**src/rtl/ssd_pkg.sv**
```systemverilog
// Shared types and helpers for the seven-segment scan controller.
package ssd_pkg;

  typedef enum logic [1:0] {
    ST_OFF   = 2'd0,
    ST_ON    = 2'd1,
    ST_BLANK = 2'd2
  } ssd_state_e;

  localparam logic [3:0] ANODE_OFF  = 4'b1111;
  localparam int         NUM_DIGITS = 4;

  // Active-low one-hot anode pattern for a digit index.
  function automatic logic [3:0] digit_to_anode(input logic [1:0] digit);
    logic [3:0] pat;
    case (digit)
      2'd0:    pat = 4'b1110;
      2'd1:    pat = 4'b1101;
      2'd2:    pat = 4'b1011;
      2'd3:    pat = 4'b0111;
      default: pat = ANODE_OFF;
    endcase
    return pat;
  endfunction

endpackage

```
**src/rtl/ssd_scan_ctrl_if.sv**
```systemverilog
// Display-side bundle of the scan controller: enable, load handshake, mask and scan outputs.
interface ssd_scan_ctrl_if;
  logic        en;
  logic [15:0] data_in;
  logic        load;
  logic        load_ack;
  logic [3:0]  mask;
  logic [1:0]  control;
  logic [3:0]  nibble;
  logic [3:0]  anode;
  logic        frame_start;

  modport master (
    output en, data_in, load, mask,
    input  load_ack, control, nibble, anode, frame_start
  );

  modport slave (
    input  en, data_in, load, mask,
    output load_ack, control, nibble, anode, frame_start
  );
endinterface

```
**src/rtl/ssd_phase_timer.sv**
```systemverilog
// Loadable down-counter timing the ON and BLANK slots; done_o is high when the count reaches zero.
module ssd_phase_timer #(
  parameter int CNT_W = 16
) (
  input  logic             clk_i,
  input  logic             rst_i,
  input  logic             load_i,
  input  logic [CNT_W-1:0] load_val_i,
  input  logic             dec_i,
  output logic             done_o
);

  logic [CNT_W-1:0] cnt_q;
  logic [CNT_W-1:0] cnt_d;

  // Next count: a load wins over a decrement; the count saturates at zero.
  always_comb begin
    cnt_d = cnt_q;
    if (load_i) begin
      cnt_d = load_val_i;
    end else if (dec_i && (cnt_q != {CNT_W{1'b0}})) begin
      cnt_d = cnt_q - CNT_W'(1);
    end else begin
      cnt_d = cnt_q;
    end
  end

  // Count register.
  always_ff @(posedge clk_i) begin
    if (rst_i) begin
      cnt_q <= {CNT_W{1'b0}};
    end else begin
      cnt_q <= cnt_d;
    end
  end

  assign done_o = (cnt_q == {CNT_W{1'b0}});

endmodule

```
**src/rtl/ssd_scan_ctrl.sv**
```systemverilog
// 4-digit common-anode scan controller with blanking gap and frame-aligned double-buffered display word.
// Optional leading-zero suppression is enabled by defining SSD_LZ_BLANK_EN.
module ssd_scan_ctrl
  import ssd_pkg::*;
#(
  parameter int ON_CYC    = 49744,
  parameter int BLANK_CYC = 256,
  parameter int CNT_W     = 16
) (
  input  logic             CLK,
  input  logic             RST,
  ssd_scan_ctrl_if.slave   bus
);

  localparam logic [CNT_W-1:0] ON_LD    = CNT_W'(ON_CYC - 1);
  localparam logic [CNT_W-1:0] BLANK_LD = CNT_W'((BLANK_CYC == 0) ? 0 : (BLANK_CYC - 1));

  ssd_state_e  state_q, state_d;
  logic [1:0]  digit_q, digit_d;
  logic [15:0] display_q, display_d;
  logic [15:0] pending_q, pending_d;
  logic        pending_vld_q, pending_vld_d;
  logic [3:0]  anode_q, anode_d;
  logic [1:0]  control_q, control_d;
  logic [3:0]  nibble_q, nibble_d;
  logic        load_ack_q, load_ack_d;
  logic        frame_start_q, frame_start_d;

  logic             tmr_load_s;
  logic [CNT_W-1:0] tmr_val_s;
  logic             tmr_dec_s;
  logic             tmr_done_s;
  logic             frame_s;
  logic             commit_s;
  logic             lz_dark_s;
  logic             lit_s;

  ssd_phase_timer #(.CNT_W(CNT_W)) u_timer (
    .clk_i      (CLK),
    .rst_i      (RST),
    .load_i     (tmr_load_s),
    .load_val_i (tmr_val_s),
    .dec_i      (tmr_dec_s),
    .done_o     (tmr_done_s)
  );

  // Scan sequencing: every slot entry reloads the timer, so a load marks a state transition.
  always_comb begin
    state_d    = state_q;
    digit_d    = digit_q;
    tmr_load_s = 1'b0;
    tmr_val_s  = {CNT_W{1'b0}};
    tmr_dec_s  = 1'b0;
    if (!bus.en) begin
      state_d    = ST_OFF;
      digit_d    = 2'd0;
      tmr_load_s = 1'b1;
    end else begin
      case (state_q)
        ST_OFF: begin
          state_d    = ST_ON;
          digit_d    = 2'd0;
          tmr_load_s = 1'b1;
          tmr_val_s  = ON_LD;
        end
        ST_ON: begin
          if (tmr_done_s) begin
            tmr_load_s = 1'b1;
            if (BLANK_CYC == 0) begin
              digit_d   = digit_q + 2'd1;
              tmr_val_s = ON_LD;
            end else begin
              state_d   = ST_BLANK;
              tmr_val_s = BLANK_LD;
            end
          end else begin
            tmr_dec_s = 1'b1;
          end
        end
        ST_BLANK: begin
          if (tmr_done_s) begin
            state_d    = ST_ON;
            digit_d    = digit_q + 2'd1;
            tmr_load_s = 1'b1;
            tmr_val_s  = ON_LD;
          end else begin
            tmr_dec_s = 1'b1;
          end
        end
        default: begin
          state_d    = ST_OFF;
          digit_d    = 2'd0;
          tmr_load_s = 1'b1;
        end
      endcase
    end
  end

  assign frame_s  = tmr_load_s && (state_d == ST_ON) && (digit_d == 2'd0);
  assign commit_s = pending_vld_q && (frame_s || (state_q == ST_OFF));

  // Double buffer: a new load always lands in pending, even when the old pending commits.
  always_comb begin
    display_d     = display_q;
    pending_d     = pending_q;
    pending_vld_d = pending_vld_q;
    if (commit_s) begin
      display_d     = pending_q;
      pending_vld_d = 1'b0;
    end else begin
      display_d = display_q;
    end
    if (bus.load) begin
      pending_d     = bus.data_in;
      pending_vld_d = 1'b1;
    end else begin
      pending_d = pending_q;
    end
  end

`ifdef SSD_LZ_BLANK_EN
  // A digit is dark when it and every more significant nibble are zero; digit 0 always shows.
  always_comb begin
    lz_dark_s = 1'b0;
    case (digit_d)
      2'd3:    lz_dark_s = (display_d[15:12] == 4'h0);
      2'd2:    lz_dark_s = (display_d[15:8] == 8'h00);
      2'd1:    lz_dark_s = (display_d[15:4] == 12'h000);
      default: lz_dark_s = 1'b0;
    endcase
  end
`else
  assign lz_dark_s = 1'b0;
`endif

  // Output values are derived from next-state so they line up with the state register.
  always_comb begin
    lit_s         = (state_d == ST_ON) && bus.mask[digit_d] && !lz_dark_s;
    anode_d       = lit_s ? digit_to_anode(digit_d) : ANODE_OFF;
    control_d     = digit_d;
    nibble_d      = display_d[{digit_d, 2'b00} +: 4];
    load_ack_d    = commit_s;
    frame_start_d = frame_s;
  end

  // State and output registers.
  always_ff @(posedge CLK) begin
    if (RST) begin
      state_q       <= ST_OFF;
      digit_q       <= 2'd0;
      display_q     <= 16'h0000;
      pending_q     <= 16'h0000;
      pending_vld_q <= 1'b0;
      anode_q       <= ANODE_OFF;
      control_q     <= 2'd0;
      nibble_q      <= 4'h0;
      load_ack_q    <= 1'b0;
      frame_start_q <= 1'b0;
    end else begin
      state_q       <= state_d;
      digit_q       <= digit_d;
      display_q     <= display_d;
      pending_q     <= pending_d;
      pending_vld_q <= pending_vld_d;
      anode_q       <= anode_d;
      control_q     <= control_d;
      nibble_q      <= nibble_d;
      load_ack_q    <= load_ack_d;
      frame_start_q <= frame_start_d;
    end
  end

  assign bus.anode       = anode_q;
  assign bus.control     = control_q;
  assign bus.nibble      = nibble_q;
  assign bus.load_ack    = load_ack_q;
  assign bus.frame_start = frame_start_q;

endmodule

```
**src/flat_wrapper.sv**
```systemverilog
// flat-port wrapper written by rule: the top's interface ports become plain ports
module ssd_scan_ctrl_flat import ssd_pkg::*;
#(
  parameter int ON_CYC    = 49744,
  parameter int BLANK_CYC = 256,
  parameter int CNT_W     = 16
)
  (CLK, RST, bus_en, bus_data_in, bus_load, bus_mask, bus_load_ack, bus_control, bus_nibble, bus_anode, bus_frame_start);
  ssd_scan_ctrl_if bus_i ();
  input  logic CLK;
  input  logic RST;
  input wire logic [$bits(bus_i.en)-1:0] bus_en;
  input wire logic [$bits(bus_i.data_in)-1:0] bus_data_in;
  input wire logic [$bits(bus_i.load)-1:0] bus_load;
  input wire logic [$bits(bus_i.mask)-1:0] bus_mask;
  output wire logic [$bits(bus_i.load_ack)-1:0] bus_load_ack;
  output wire logic [$bits(bus_i.control)-1:0] bus_control;
  output wire logic [$bits(bus_i.nibble)-1:0] bus_nibble;
  output wire logic [$bits(bus_i.anode)-1:0] bus_anode;
  output wire logic [$bits(bus_i.frame_start)-1:0] bus_frame_start;
  assign bus_i.en = bus_en;
  assign bus_i.data_in = bus_data_in;
  assign bus_i.load = bus_load;
  assign bus_i.mask = bus_mask;
  assign bus_load_ack = bus_i.load_ack;
  assign bus_control = bus_i.control;
  assign bus_nibble = bus_i.nibble;
  assign bus_anode = bus_i.anode;
  assign bus_frame_start = bus_i.frame_start;
  ssd_scan_ctrl #(.ON_CYC(ON_CYC), .BLANK_CYC(BLANK_CYC), .CNT_W(CNT_W)) u_core (.CLK(CLK), .RST(RST), .bus(bus_i));
endmodule
```
**config.mk**
```make
export PLATFORM = sky130hd
export DESIGN_NAME = ssd_scan_ctrl_flat
export DESIGN_NICKNAME = d
export VERILOG_FILES = /design/src/rtl/ssd_pkg.sv /design/src/rtl/ssd_scan_ctrl_if.sv /design/src/rtl/ssd_phase_timer.sv /design/src/rtl/ssd_scan_ctrl.sv /design/src/flat_wrapper.sv
export SDC_FILE = /design/constraint.sdc
export NUM_CORES = 1
export LEC_CHECK = 0
export ABC_CLOCK_PERIOD_IN_PS = 3500
export BUFFER_PORTS_ARGS = -buffer_cell sky130_fd_sc_hd__buf_2
export CELL_PAD_IN_SITES_DETAIL_PLACEMENT = 1
export CELL_PAD_IN_SITES_GLOBAL_PLACEMENT = 1
export CORE_MARGIN = 3
export CORE_UTILIZATION = 35
export CTS_BUF_LIST = sky130_fd_sc_hd__clkbuf_16
export CTS_CLUSTER_SIZE = 24
export DETAILED_ROUTE_END_ITERATION = 8
export PLACE_DENSITY = 0.69
export REMOVE_ABC_BUFFERS = 1
export SKIP_LAST_GASP = 1
export SYNTH_ARGS = -nofsm -noshare
export SYNTH_HDL_FRONTEND = slang
export SYNTH_SLANG_ARGS = --single-unit
```
**constraint.sdc**
```tcl
create_clock -name CLK -period 3.5 [get_ports CLK]
set_input_delay 0.7 -clock CLK [delete_from_list [all_inputs] [get_ports CLK]]
set_output_delay 0.7 -clock CLK [all_outputs]
set_load 0.01 [all_outputs]
```
* After elaboration in Yosys (flattened, before gate mapping)
Cells that the tools add are included.
** Storage, ports and cells
- Register bits after elaboration :: 63
** Cells by class
- Add/sub/neg operators :: 2
- Magnitude comparators :: 1
- Equal/unequal tests :: 6
- Shift-type cells :: 1
- Muxes and demuxes :: 25
- Bitwise gates (word level) :: 1
- Reduce and logical (&&, ||, !) cells :: 14
** Operator list (count)
- two-way mux 16 bit :: 5
- one-hot mux 16 bit (3 select lines) :: 1
- zero test 16 bit :: 1
- one-hot mux 4 bit (4 select lines) :: 1
- nonzero test 16 bit :: 1
- variable part select 16 x 5 -> 4 bit :: 1
- subtractor 16 x 1 -> 16 bit, second input constant :: 1
- two-way mux 2 bit :: 5
- two-way mux 1 bit :: 9
- two-way mux 8 bit :: 1
- == test 2 x 1 -> 1 bit, second input constant :: 3
- == test 2 bit, second input constant :: 3
- one-hot mux 2 bit (3 select lines) :: 1
- logical AND 1 bit :: 5
- zero test 2 bit :: 2
- one-hot mux 2 bit (2 select lines) :: 1
- nonzero test 2 bit :: 2
- OR reduction 2 bit :: 2
- < comparator 2 x 3 -> 1 bit, second input constant :: 1
- adder 2 x 1 -> 2 bit, second input constant :: 1
- binary-select mux 1 bit (select 2 bit) :: 1
- logical OR 1 bit :: 1
- inverter 1 bit :: 1

* Longest topological paths before layout
Gate-level depths: netlist of run 1.
- Word-level depth :: 11
- Gate-level depth with buffers :: 11

* By module
Synthesis of run 1 repeated with hierarchy kept, for this count alone.
** Second synthesis, totals
- Cell total of the unflattened synthesis :: 345
- Area, all modules :: 3180.6 sq um
** Modules (own cells, without submodules)
- ssd_scan_ctrl :: times used 1, cells an instance 231, area each 2235.9 sq um, seq. area each 940.9 sq um
- ssd_phase_timer :: times used 1, cells an instance 114, area each 944.7 sq um, seq. area each 320.3 sq um

* Worst setup path before layout of run 1
OpenSTA, ideal clock, no wires.
- Path type :: register -> register
- Start point :: register u_core.u_timer.cnt_q[0]
- End point :: register u_core.nibble_q[2] (netlist: u_core.bus.nibble[2])
- Setup time :: 132 ps
- Arrival time :: 3035 ps
- Required time :: 3368 ps
- Setup slack :: 333 ps
- Cell stages (with the launch flop) :: 12
- Buffers on the path :: 1
- Period minus slack after synthesis :: 3167 ps
- Cells stage by stage :: dfxtp_1 > inv_1 > ha_1 > or4b_2 > or4_4 > a21oi_4 > o32ai_2 > a211oi_4 > buf_8 > mux2i_1 > a2bb2oi_1 > a21oi_1
** Between the ends
- Cells in the longest elaborated chain, start to end :: 11
- Elaborated cells on any way between the ends :: 19
- Classes of those cells :: eq/ne (1); shift (1); mux (11); reduce/logical (6)
** Ends and longest elaborated chain
- from (decl) :: RTL line ssd_phase_timer.sv:13 : logic [CNT_W-1:0] cnt_q;
- from (signal assigned) :: RTL line ssd_phase_timer.sv:31 : cnt_q <= {CNT_W{1'b0}};
- from (signal assigned) :: RTL line ssd_phase_timer.sv:33 : cnt_q <= cnt_d;
- zero test 16 bit (*) :: RTL line ssd_phase_timer.sv:37 : assign done_o = (cnt_q == {CNT_W{1'b0}});
- two-way mux 2 bit, on equally long branches :: RTL line ssd_scan_ctrl.sv:81, ssd_scan_ctrl.sv:67
- one-hot mux 2 bit (3 select lines) :: RTL line ssd_scan_ctrl.sv:59 : case (state_q)
- two-way mux 2 bit :: RTL line ssd_scan_ctrl.sv:54 : if (!bus.en) begin
- == test 2 x 1 -> 1 bit :: RTL line ssd_scan_ctrl.sv:99 : assign frame_s = tmr_load_s && (state_d == ST_ON) && (digit_d == 2'd0);
- logical AND 1 bit (2 in series) :: RTL line ssd_scan_ctrl.sv:99
- logical OR 1 bit :: RTL line ssd_scan_ctrl.sv:100 : assign commit_s = pending_vld_q && (frame_s || (state_q == ST_OFF));
- logical AND 1 bit :: RTL line ssd_scan_ctrl.sv:100
- two-way mux 16 bit :: RTL line ssd_scan_ctrl.sv:107 : if (commit_s) begin
- variable part select 16 x 5 -> 4 bit (*) :: RTL line ssd_scan_ctrl.sv:141 : nibble_d = display_d[{digit_d, 2'b00} +: 4];
- to (signal assigned) :: RTL line ssd_scan_ctrl.sv:167 : nibble_q <= nibble_d;
- to (decl) :: RTL line ssd_scan_ctrl.sv:25 : logic [3:0] nibble_q, nibble_d;
Mark *: on every way between the ends. The rest lies on a longest branch, timed or not.
A chain may end at the register's enable or synchronous reset.

* Worst setup path in the final report of run 1
- Start point :: register u_core.u_timer.cnt_q[6]
- End point :: register u_core.nibble_q[3] (netlist: u_core.bus.nibble[3])
Same word-level chain as after synthesis.

==> flow_metrics.env, run 1 <==
export IMPL_syn2layout_area_growth_pct=21.5
export IMPL_cts_hold_buffers_added=0
export IMPL_post_cts_setup_repair_buffer_count=0
export IMPL_core_region_area_sq_um=7770
export IMPL_clock_skew_final_ns=0.00532
export IMPL_power_density_cell_area_nw_per_um2=587
export IMPL_synth_area_per_cell_sq_um=9.59
export IMPL_startpoint_of_the_most_critical_hold_path="u_core.display_q[14]"
export IMPL_first_global_vias=2258
export IMPL_final_wirelength_um=6480
export IMPL_finalWeightedCongestion=0.873
export IMPL_irDropWorstVdd_uv=248
export IMPL_worstSetupStartpointType="flop"
export IMPL_max_cap_violations=0
export IMPL_worst_slew_pin_slew_ns=0.608
export IMPL_grt_ovfl_total=0
export IMPL_critical_path_max_fanout=18
export IMPL_die_h_um=95.9
export IMPL_seq_area_sq_um=1260
export IMPL_reg2reg_from="u_core.u_timer.cnt_q[6]"
export IMPL_grt_setup_unrepaired="false"
export IMPL_detailedRoute_firstPassIterationCount=4
export IMPL_end_kind="flop"
export IMPL_totalNegativeSetupSlack_ns=0
export IMPL_antenna_cells_inserted=0
export IMPL_worst_skew_pair_late_latency_ns=0.33
export IMPL_postLayoutCellArea_sq_um=3440
export IMPL_synthesis_yosys_warnings=0
export IMPL_grt_first_pass_wirelength_um=10900
export IMPL_die_area_sq_um=9190
export IMPL_synth_top_area_cell="dfxtp_1"
export IMPL_synthDistinctLibCells=47
export IMPL_synth_cells_most_frequent="dfxtp_1, nor2_1, mux2i_1"
export IMPL_setup_slack_on_the_worst_flop_to_flop_path_ns=0.24
export IMPL_power_leakage_nw=1.43
export IMPL_port_buffers=35
export IMPL_dieWidth_um=95.9
export IMPL_report_final_slew_viol_count=0
export IMPL_yosys_top_cells_area="dfxtp_1, mux2i_1, nor2_1, mux2_2, o21ai_0"
export IMPL_critical_path_slowest_cell="or4_1"
export IMPL_worst_hold_endpoint="u_core.display_q[14]"
export IMPL_synth_seq_area_share_pct=44.6
export IMPL_r2r_end="u_core.bus.nibble[3]"
export IMPL_async_sr_flop_fraction_pct=0
export IMPL_min_path_type="flop to flop"
export IMPL_post_synth_inst_count=295
export IMPL_clock_tree_buffer_depth=2
export IMPL_max_freq_mhz=306
export IMPL_timing_final_setup_violations=0
export IMPL_route_antenna_remaining_nets=0
export IMPL_grt_start_max_net_pins=31
export IMPL_final_fill_count=906
export IMPL_detailedRoute_firstIterationViolations=113
export IMPL_worstHoldPathCells=2
export IMPL_grt_antenna_before_repair=0
export IMPL_multi_input_comb_area_sq_um=1470
export IMPL_crit_required_ns=3.68
export IMPL_worst_r2r_path_depth=9
export IMPL_worst_path_largest_cell_delay_ns=0.70
export IMPL_final_layout_size_suffix_gt1_share_pct=23.2
export IMPL_critical_path_buf_inv_count=1
export IMPL_ctsHtreeMaxLevel=3
export IMPL_cts_inserted_buffers=9
export IMPL_setup_worst_path_class="flop to flop"
export IMPL_critical_path_cell_chain="or4_1, or4_4, a21oi_4, o32ai_2, a211oi_4, buf_12, mux2_2, a22oi_1, a21oi_1"
export IMPL_final_critical_path_time_including_i_o_delays_and_setup_ns=3.26
export IMPL_cts_root_buffer="clkbuf_16"
export IMPL_slew_limit_headroom_pct=59.2
export IMPL_detailroute_via_count=2155
export IMPL_track_usage_pct=15.6
export IMPL_finalHoldViolCount=0
export IMPL_route_detailed_drc=0
export IMPL_drt_vias_per_instance=4.92
export IMPL_synth_edf_count=0
export IMPL_clkTransAtPathRegs_ns=0.06
export IMPL_clkSinkCount=63
export IMPL_post_synth_top_area_fraction_pct=44.6
export IMPL_initial_utilization_pct=36.4
export IMPL_pin_count=36
export IMPL_run_status="complete, no violations"
export IMPL_finalCritPeriodShare_pct=93.3
export IMPL_floorplan_rows=32
export IMPL_dp_hpwl_um=4620
export IMPL_synth_seq_cells=63
export IMPL_place_area_sq_um=3110
export IMPL_nets=360
export IMPL_worstPathArrival_ns=3.44
export IMPL_cpLargestDelayFamily="simple AND/OR/NAND/NOR gates"
export IMPL_area_of_the_mapped_netlist_sq_um=2830
export IMPL_tritoncts="yes"
export IMPL_synth_top_flop_cell="dfxtp_1"
export IMPL_synth_most_common_cell="dfxtp_1"
export IMPL_avgRoutedWirePerCell_um=14.8
## metal layers
metal / wire length, um / track usage [%]
met1: 3220 / 19.9
met2: 2950 / 24.6
met3: 220 / 4.69
met4: 95 / 6.28
met5: 0 / 0
## how the worst max path moves through the flow
stage / cells after the start / slack (ns) / end / start
2_1_floorplan: 10 / 0.04 / u_core.bus.nibble[3] / u_core.u_timer.cnt_q[0]
3_3_place_gp: 11 / 0.25 / u_core.bus.nibble[3] / u_core.u_timer.cnt_q[0]
3_5_place_dp: 11 / 0.13 / u_core.bus.nibble[3] / u_core.u_timer.cnt_q[0]
4_1_cts: 11 / 0.07 / u_core.bus.nibble[3] / u_core.u_timer.cnt_q[0]
5_1_grt: 9 / 0.07 / u_core.bus.nibble[3] / u_core.u_timer.cnt_q[6]
6_report: 9 / 0.24 / u_core.bus.nibble[3] / u_core.u_timer.cnt_q[6]
## placed cells by master (no fill, tap or decap), types with 2 or more instances in the layout
cell type	synthesis	final
a21oi_1	10	10
a22oi_1	3	3
a2bb2oi_1	2	2
and2_1	3	3
buf_2	1	35
buf_4	0	4
bufinv_16	0	2
clkbuf_16	0	9
clkinvlp_4	0	2
dfxtp_1	63	63
ha_1	5	5
inv_1	9	9
mux2_2	9	9
mux2i_1	31	31
nand2_1	15	15
nand2b_1	5	5
nand3_1	5	5
nor2_1	44	44
nor2b_1	10	10
nor3_1	5	5
nor4_1	2	2
o21ai_0	16	16
or3_1	4	4
or3b_2	2	2
or4_1	2	2
or4_4	2	2
xnor2_1	9	9
xor2_1	4	4
## registers in the layout, indices dropped and copies added, names as in the netlist
| signal | count |
|---|---|
| u_core.bus.nibble | 4 |
| u_core.bus.frame_start | 1 |
| u_core.pending_vld_q | 1 |
| u_core.bus.load_ack | 1 |
| u_core.state_q | 2 |
| u_core.pending_q | 16 |
| u_core.display_q | 16 |
| u_core.bus.control | 2 |
| u_core.bus.anode | 4 |
| u_core.u_timer.cnt_q | 16 |
## area by class of cell
type | count | area share, %
timing repair buffer | 40 | 6.55
clock buffer | 9 | 6.55
inverter | 9 | 0.983
multi-input combinational | 208 | 42.7
sequential | 63 | 36.7
clock inverter | 7 | 2.80
tap | 102 | 3.71
## tightest hold or removal path: stages, from the launching register on
cell and delay [ns]:
dfxtp_1 0.30, mux2i_1 0.07, nor2_1 0.08
## where the power goes
group	switching [mW]	total (mW)	internal (mW)
sequential	0.0233	0.778	0.755
combinational	0.160	0.292	0.132
clock	0.323	0.947	0.624
## per-stage QoR
| step | cells | utilization [%] | hold slack, ns | power [mW] | setup slack [ns] |
|---|---|---|---|---|---|
| after floorplan | 280 | - | 0.451 | 0.992 | 0.0435 |
| final | 438 | 44.2 | 0.492 | 2.02 | 0.236 |
| after detailed placement | 422 | 40.1 | 0.488 | 1.08 | 0.126 |
| after global placement | 422 | 40.1 | 0.469 | 1.07 | 0.252 |
| after global routing | 438 | 44.2 | 0.520 | 2.11 | 0.0683 |
| after CTS | 438 | 44.2 | 0.502 | 2.04 | 0.0697 |
## kinds of logic after synthesis
group | count (synthesis) | share of synthesized area, %
AOI/OAI and AO/OA | 45 | 11.8
and+or+nand+nor | 105 | 19.2
buffers and inverters | 24 | 3.63
xor gates and xnor gates | 13 | 4.03
adders and majority gates | 5 | 2.21
DFF | 63 | 44.6
muxes | 40 | 14.6
## what timing repair did
action / 4_1_cts / 5_1_grt
gates resized for setup: 0 / 1
setup endpoints to repair: 0 / 2
hold endpoints to repair: 0 / 0
Power figures use the tool's default switching activity.
==> run 2, diff against run 1 <==
--- a/config.mk
+++ b/config.mk
@@ -10,11 +10,11 @@
 export CELL_PAD_IN_SITES_DETAIL_PLACEMENT = 1
 export CELL_PAD_IN_SITES_GLOBAL_PLACEMENT = 1
 export CORE_MARGIN = 3
-export CORE_UTILIZATION = 35
+export CORE_UTILIZATION = 28
 export CTS_BUF_LIST = sky130_fd_sc_hd__clkbuf_16
 export CTS_CLUSTER_SIZE = 24
 export DETAILED_ROUTE_END_ITERATION = 8
-export PLACE_DENSITY = 0.69
+export PLACE_DENSITY = 0.58
 export REMOVE_ABC_BUFFERS = 1
 export SKIP_LAST_GASP = 1
 export SYNTH_ARGS = -nofsm -noshare
==> run 2 against run 1 <==
Compared with the run above: via count grew 1.6%; utilization decreased by 8.6 points; global-route usage is 3.4 points lower; flip-flop and latch count stayed put; clock power increased by 0.4%; critical endpoint unchanged.
==> flow_metrics.env, run 2 (same netlist as run 1, synthesis figures left out) <==
export IMPL_worstPathArrival_ns=3.43
export IMPL_place_area_sq_um=3160
export IMPL_power_leakage_nw=1.43
export IMPL_leading_cell_type_in_the_layout_fill_and_taps_excluded="dfxtp_1"
export IMPL_detailedRoute_firstIterationViolations=64
export IMPL_worst_slew_pin_slew_ns=0.593
export IMPL_dp_hpwl_um=4660
export IMPL_grt_first_pass_wirelength_um=11100
export IMPL_worstSetupStartpointType="flop"
export IMPL_syn2layout_area_growth_pct=23.2
export IMPL_end_kind="flop"
export IMPL_numPlacedInstances=454
export IMPL_wl_met1_um=3230
export IMPL_clkTransAtPathRegs_ns=0.05
export IMPL_finalCritPeriodShare_pct=92.4
export IMPL_met3_length_um=197
export IMPL_irDropWorstVdd_uv=195
export IMPL_largest_registers="u_core.display_q (16), u_core.pending_q (16), u_core.u_timer.cnt_q (16)"
export IMPL_totalNegativeSetupSlack_ns=0
export IMPL_nets=361
export IMPL_p_int_mw=1.51
export IMPL_final_layout_size_suffix_gt1_share_pct=23.4
export IMPL_die_area_sq_um=11300
export IMPL_max_freq_mhz=309
export IMPL_finalHoldViolCount=0
export IMPL_grt_start_max_net_pins=29
export IMPL_floorplan_rows=36
export IMPL_clock_share_of_power_pct=47.1
export IMPL_worst_skew_pair_late_latency_ns=0.32
export IMPL_cts_resized_gates=0
export IMPL_first_global_vias=2283
export IMPL_die_h_um=106
export IMPL_avgRoutedWirePerCell_um=13.8
export IMPL_drt_vias_per_instance=4.66
export IMPL_seq_power_share_pct=38.5
export IMPL_postLayoutCellArea_sq_um=3480
export IMPL_clkSinkCount=63
export IMPL_post_cts_setup_repair_buffer_count=0
export IMPL_ctsHtreeMaxLevel=3
export IMPL_combPwrFrac_pct=14.4
export IMPL_power_density_cell_area_nw_per_um2=580
export IMPL_finalHoldWorstSlack_ns=0.499
export IMPL_finalWeightedCongestion=0.769
export IMPL_route_detailed_drc=0
export IMPL_grt_antenna_before_repair=0
export IMPL_final_cell_mix="dfxtp_1, nor2_1, buf_2"
export IMPL_track_usage_pct=12.2
export IMPL_report_final_slew_viol_count=0
export IMPL_core_region_area_sq_um=9770
export IMPL_pin_count=36
export IMPL_crit_required_ns=3.70
export IMPL_critical_path_max_fanout=18
export IMPL_routed_wl_met2_um=2950
export IMPL_slew_limit_headroom_pct=60.2
export IMPL_fin_total_pwr_mw=2.02
export IMPL_finalCoreUtilization_pct=35.6
export IMPL_setup_worst_path_class="flop to flop"
export IMPL_tritoncts="yes"
export IMPL_detailedRoute_firstPassIterationCount=4
export IMPL_clock_skew_final_ns=0.00613
export IMPL_dieWidth_um=106
export IMPL_cts_root_buffer="clkbuf_16"
export IMPL_cts_inserted_buffers=9
export IMPL_final_wirelength_um=6510
export IMPL_clock_tree_buffer_depth=2
export IMPL_antenna_cells_inserted=0
export IMPL_detailroute_via_count=2190
export IMPL_grt_ovfl_total=0
export IMPL_port_buffers=35
export IMPL_min_path_type="flop to flop"
export IMPL_run_status="complete, no violations"
export IMPL_top_layer_used="met4"
export IMPL_grt_setup_unrepaired="false"
export IMPL_layout_cells_non_filler=470
export IMPL_power_switching_uw=508
export IMPL_final_critical_path_time_including_i_o_delays_and_setup_ns=3.23
export IMPL_netSwitchingFraction_pct=25.1
export IMPL_placement_setup_worst_slack_ns=0.144
export IMPL_route_antenna_remaining_nets=0
export IMPL_worst_slack_ns=0.268
export IMPL_max_cap_violations=0
export IMPL_cts_hold_buffers_added=0
export IMPL_timing_final_setup_violations=0
export IMPL_initial_utilization_pct=28.9
==> run 2: power by group through the flow <==
stage,combinational (mW),clock [mW],sequential (mW)
after detailed placement,0.291,0,0.794
after CTS,0.296,0.984,0.779
after floorplan,0.203,0,0.789
after global placement,0.288,0,0.793
final,0.292,0.951,0.778
after global routing,0.329,1.01,0.784
==> run 2: worst paths after layout <==
kind | start | endpoint | slack, ns | cells past startpoint
setup / recovery | u_core.u_timer.cnt_q[0] | u_core.bus.nibble[3] | 0.27 | 11
hold / removal | u_core.pending_q[11] | u_core.pending_q[11] | 0.50 | 2
setup reg to reg | u_core.u_timer.cnt_q[0] | u_core.bus.nibble[3] | 0.27 | 11
hold reg to reg | u_core.pending_q[11] | u_core.pending_q[11] | 0.50 | 2
==> run 2: layer usage <==
| metal | GRT usage (%) | up-vias |
|---|---|---|
| li1 | - | 1093 |
| met1 | 15.9 | 1053 |
| met2 | 19.4 | 33 |
| met3 | 2.55 | 11 |
| met4 | 5.48 | 0 |
| met5 | 0 | - |
==> run 2: area by class of cell <==
| class | instances | area [sq um] |
|---|---|---|
| clock inverter | 7 | 96.3 |
| timing repair buffer | 41 | 233 |
| inverter | 9 | 33.8 |
| sequential | 63 | 1260 |
| tap | 133 | 166 |
| clock buffer | 9 | 225 |
| fill | 1154 | 6290 |
| multi-input combinational | 208 | 1470 |
==> run 2: worst max-delay path, cell delays in order (launching register included) <==
cell	delay (ns)
dfxtp_1	0.34
inv_1	0.08
ha_1	0.23
or4b_4	0.52
or4_4	0.49
a21oi_4	0.19
o32ai_2	0.11
a211oi_4	0.27
buf_12	0.21
mux2_2	0.36
a22oi_1	0.20
a21oi_1	0.11
==> run 3, diff against run 2 <==
--- a/config.mk
+++ b/config.mk
@@ -14,7 +14,7 @@
 export CTS_BUF_LIST = sky130_fd_sc_hd__clkbuf_16
 export CTS_CLUSTER_SIZE = 24
 export DETAILED_ROUTE_END_ITERATION = 8
-export PLACE_DENSITY = 0.58
+export PLACE_DENSITY_LB_ADDON = 0.1
 export REMOVE_ABC_BUFFERS = 1
 export SKIP_LAST_GASP = 1
 export SYNTH_ARGS = -nofsm -noshare
==> run 3 against run 2 <==
Compared with the run above: global-route usage rose by 0.52 points; non-clock buffer count up 1; first-iteration DRC count increased by 50%.
==> flow_metrics.env, run 3 (same netlist as run 1, synthesis figures left out) <==
export IMPL_run_status="complete, no violations"
export IMPL_core_region_area_sq_um=9770
export IMPL_clkSinkCount=63
export IMPL_power_leakage_nw=1.46
export IMPL_worstSetupStartpointType="flop"
export IMPL_grt_start_max_net_pins=42
export IMPL_worstHoldPathCells=2
export IMPL_totalNegativeSetupSlack_ns=0
export IMPL_cts_root_buffer="clkbuf_16"
export IMPL_gr_usage_met1_pct=18.3
export IMPL_route_detailed_drc=0
export IMPL_grt_ovfl_total=0
export IMPL_leading_cell_type_in_the_layout_fill_and_taps_excluded="dfxtp_1"
export IMPL_critical_path_max_fanout=9
export IMPL_detailedRoute_firstIterationViolations=96
export IMPL_met2_usage_pct=18.0
export IMPL_die_area_sq_um=11300
export IMPL_timing_final_setup_violations=0
export IMPL_clock_tree_buffer_depth=2
export IMPL_first_global_vias=2170
export IMPL_setup_worst_path_class="flop to flop"
export IMPL_grt_antenna_before_repair=0
export IMPL_min_path_type="flop to flop"
export IMPL_crit_required_ns=3.69
export IMPL_irDropWorstVdd_uv=168
export IMPL_power_density_cell_area_nw_per_um2=597
export IMPL_slew_limit_headroom_pct=56.7
export IMPL_final_wirelength_um=6620
export IMPL_finalHoldViolCount=0
export IMPL_fin_total_pwr_mw=2.09
export IMPL_finalWeightedCongestion=0.812
export IMPL_finalHoldWorstSlack_ns=0.497
export IMPL_layout_cells_non_filler=471
export IMPL_finalCritPeriodShare_pct=94.5
export IMPL_syn2layout_area_growth_pct=24.1
export IMPL_tritoncts="yes"
export IMPL_route_antenna_remaining_nets=0
export IMPL_numPlacedInstances=455
export IMPL_avgRoutedWirePerCell_um=14.1
export IMPL_report_final_slew_viol_count=0
export IMPL_die_h_um=106
export IMPL_port_buffers=35
export IMPL_dieWidth_um=106
export IMPL_grt_first_pass_wirelength_um=11400
export IMPL_max_freq_mhz=302
export IMPL_worst_skew_pair_late_latency_ns=0.33
export IMPL_max_cap_violations=0
export IMPL_final_cell_mix="dfxtp_1, nor2_1, buf_2"
export IMPL_finalCoreUtilization_pct=35.9
export IMPL_detailroute_via_count=2166
export IMPL_worst_slew_pin_slew_ns=0.649
export IMPL_cts_hold_buffers_added=0
export IMPL_track_usage_pct=12.7
export IMPL_cts_inserted_buffers=9
export IMPL_clkTransAtPathRegs_ns=0.06
export IMPL_dp_hpwl_um=4680
export IMPL_final_layout_size_suffix_gt1_share_pct=24.0
export IMPL_busiest_layer="met1"
export IMPL_detailedRoute_firstPassIterationCount=4
export IMPL_pin_count=36
export IMPL_floorplan_rows=36
export IMPL_grt_setup_unrepaired="false"
export IMPL_worstPathArrival_ns=3.50
export IMPL_ctsHtreeMaxLevel=3
export IMPL_antenna_cells_inserted=0
export IMPL_initial_utilization_pct=28.9
export IMPL_end_kind="flop"
export IMPL_final_critical_path_time_including_i_o_delays_and_setup_ns=3.31
export IMPL_drt_vias_per_instance=4.60
export IMPL_nets=362
export IMPL_clock_skew_final_ns=0.00768
export IMPL_worst_r2r_path_depth=11
export IMPL_globalRouteMet3Util_pct=4.01
export IMPL_largest_registers="u_core.display_q (16), u_core.pending_q (16), u_core.u_timer.cnt_q (16)"
run 3: where the power goes:
part	internal [mW]	switching [mW]
Clock	0.697	0.328
Sequential	0.755	0.0235
Combinational	0.130	0.161
Total	1.58	0.513
run 3: timing repair:
| item | 4_1_cts | 5_1_grt |
|---|---|---|
| resized for setup | 0 | 1 |
| endpoints found under the setup margin | 0 | 2 |
| setup buffers | 0 | 0 |
run 3: metal layers:
metal | wire length [um] | up-vias
li1 | - | 1091
met5 | 0 | -
met4 | 70 | 0
met1 | 3470 | 1021
met3 | 334 | 5
met2 | 2740 | 49
run 3: cell type report:
cell class | count | area (sq um)
Tap cell | 133 | 166
Timing Repair Buffer | 42 | 228
Inverter | 9 | 33.8
Fill cell | 1152 | 6260
Multi-Input combinational cell | 208 | 1480
Clock inverter | 7 | 120
Clock buffer | 9 | 225
Sequential cell | 63 | 1260
run 3: path summary, 6_finish.rpt:
path	startpoint	end	slack, ns
min reg2reg	u_core.display_q[13]	u_core.display_q[13]	0.50
max reg2reg	u_core.u_timer.cnt_q[0]	u_core.bus.nibble[3]	0.19
min	u_core.display_q[13]	u_core.display_q[13]	0.50
max	u_core.u_timer.cnt_q[0]	u_core.bus.nibble[3]	0.19
run 3: metrics by stage:
step / cell area (sq um) / setup WS, ns
after detailed placement: 3150 / 0.196
after floorplan: 2760 / 0.0435
after global routing: 3510 / 0.00871
after global placement: 3150 / 0.252
after CTS: 3500 / 0.177
final: 3510 / 0.193
run 3: worst max-delay path, stage by stage (launching register included):
cell and delay, ns:
dfxtp_1 0.33, inv_1 0.06, ha_1 0.22, or4b_2 0.68
or4_4 0.50, a21oi_4 0.19, o32ai_2 0.11, a211oi_4 0.24
buf_4 0.22, mux2_2 0.36, a22oi_1 0.20, a21oi_1 0.08
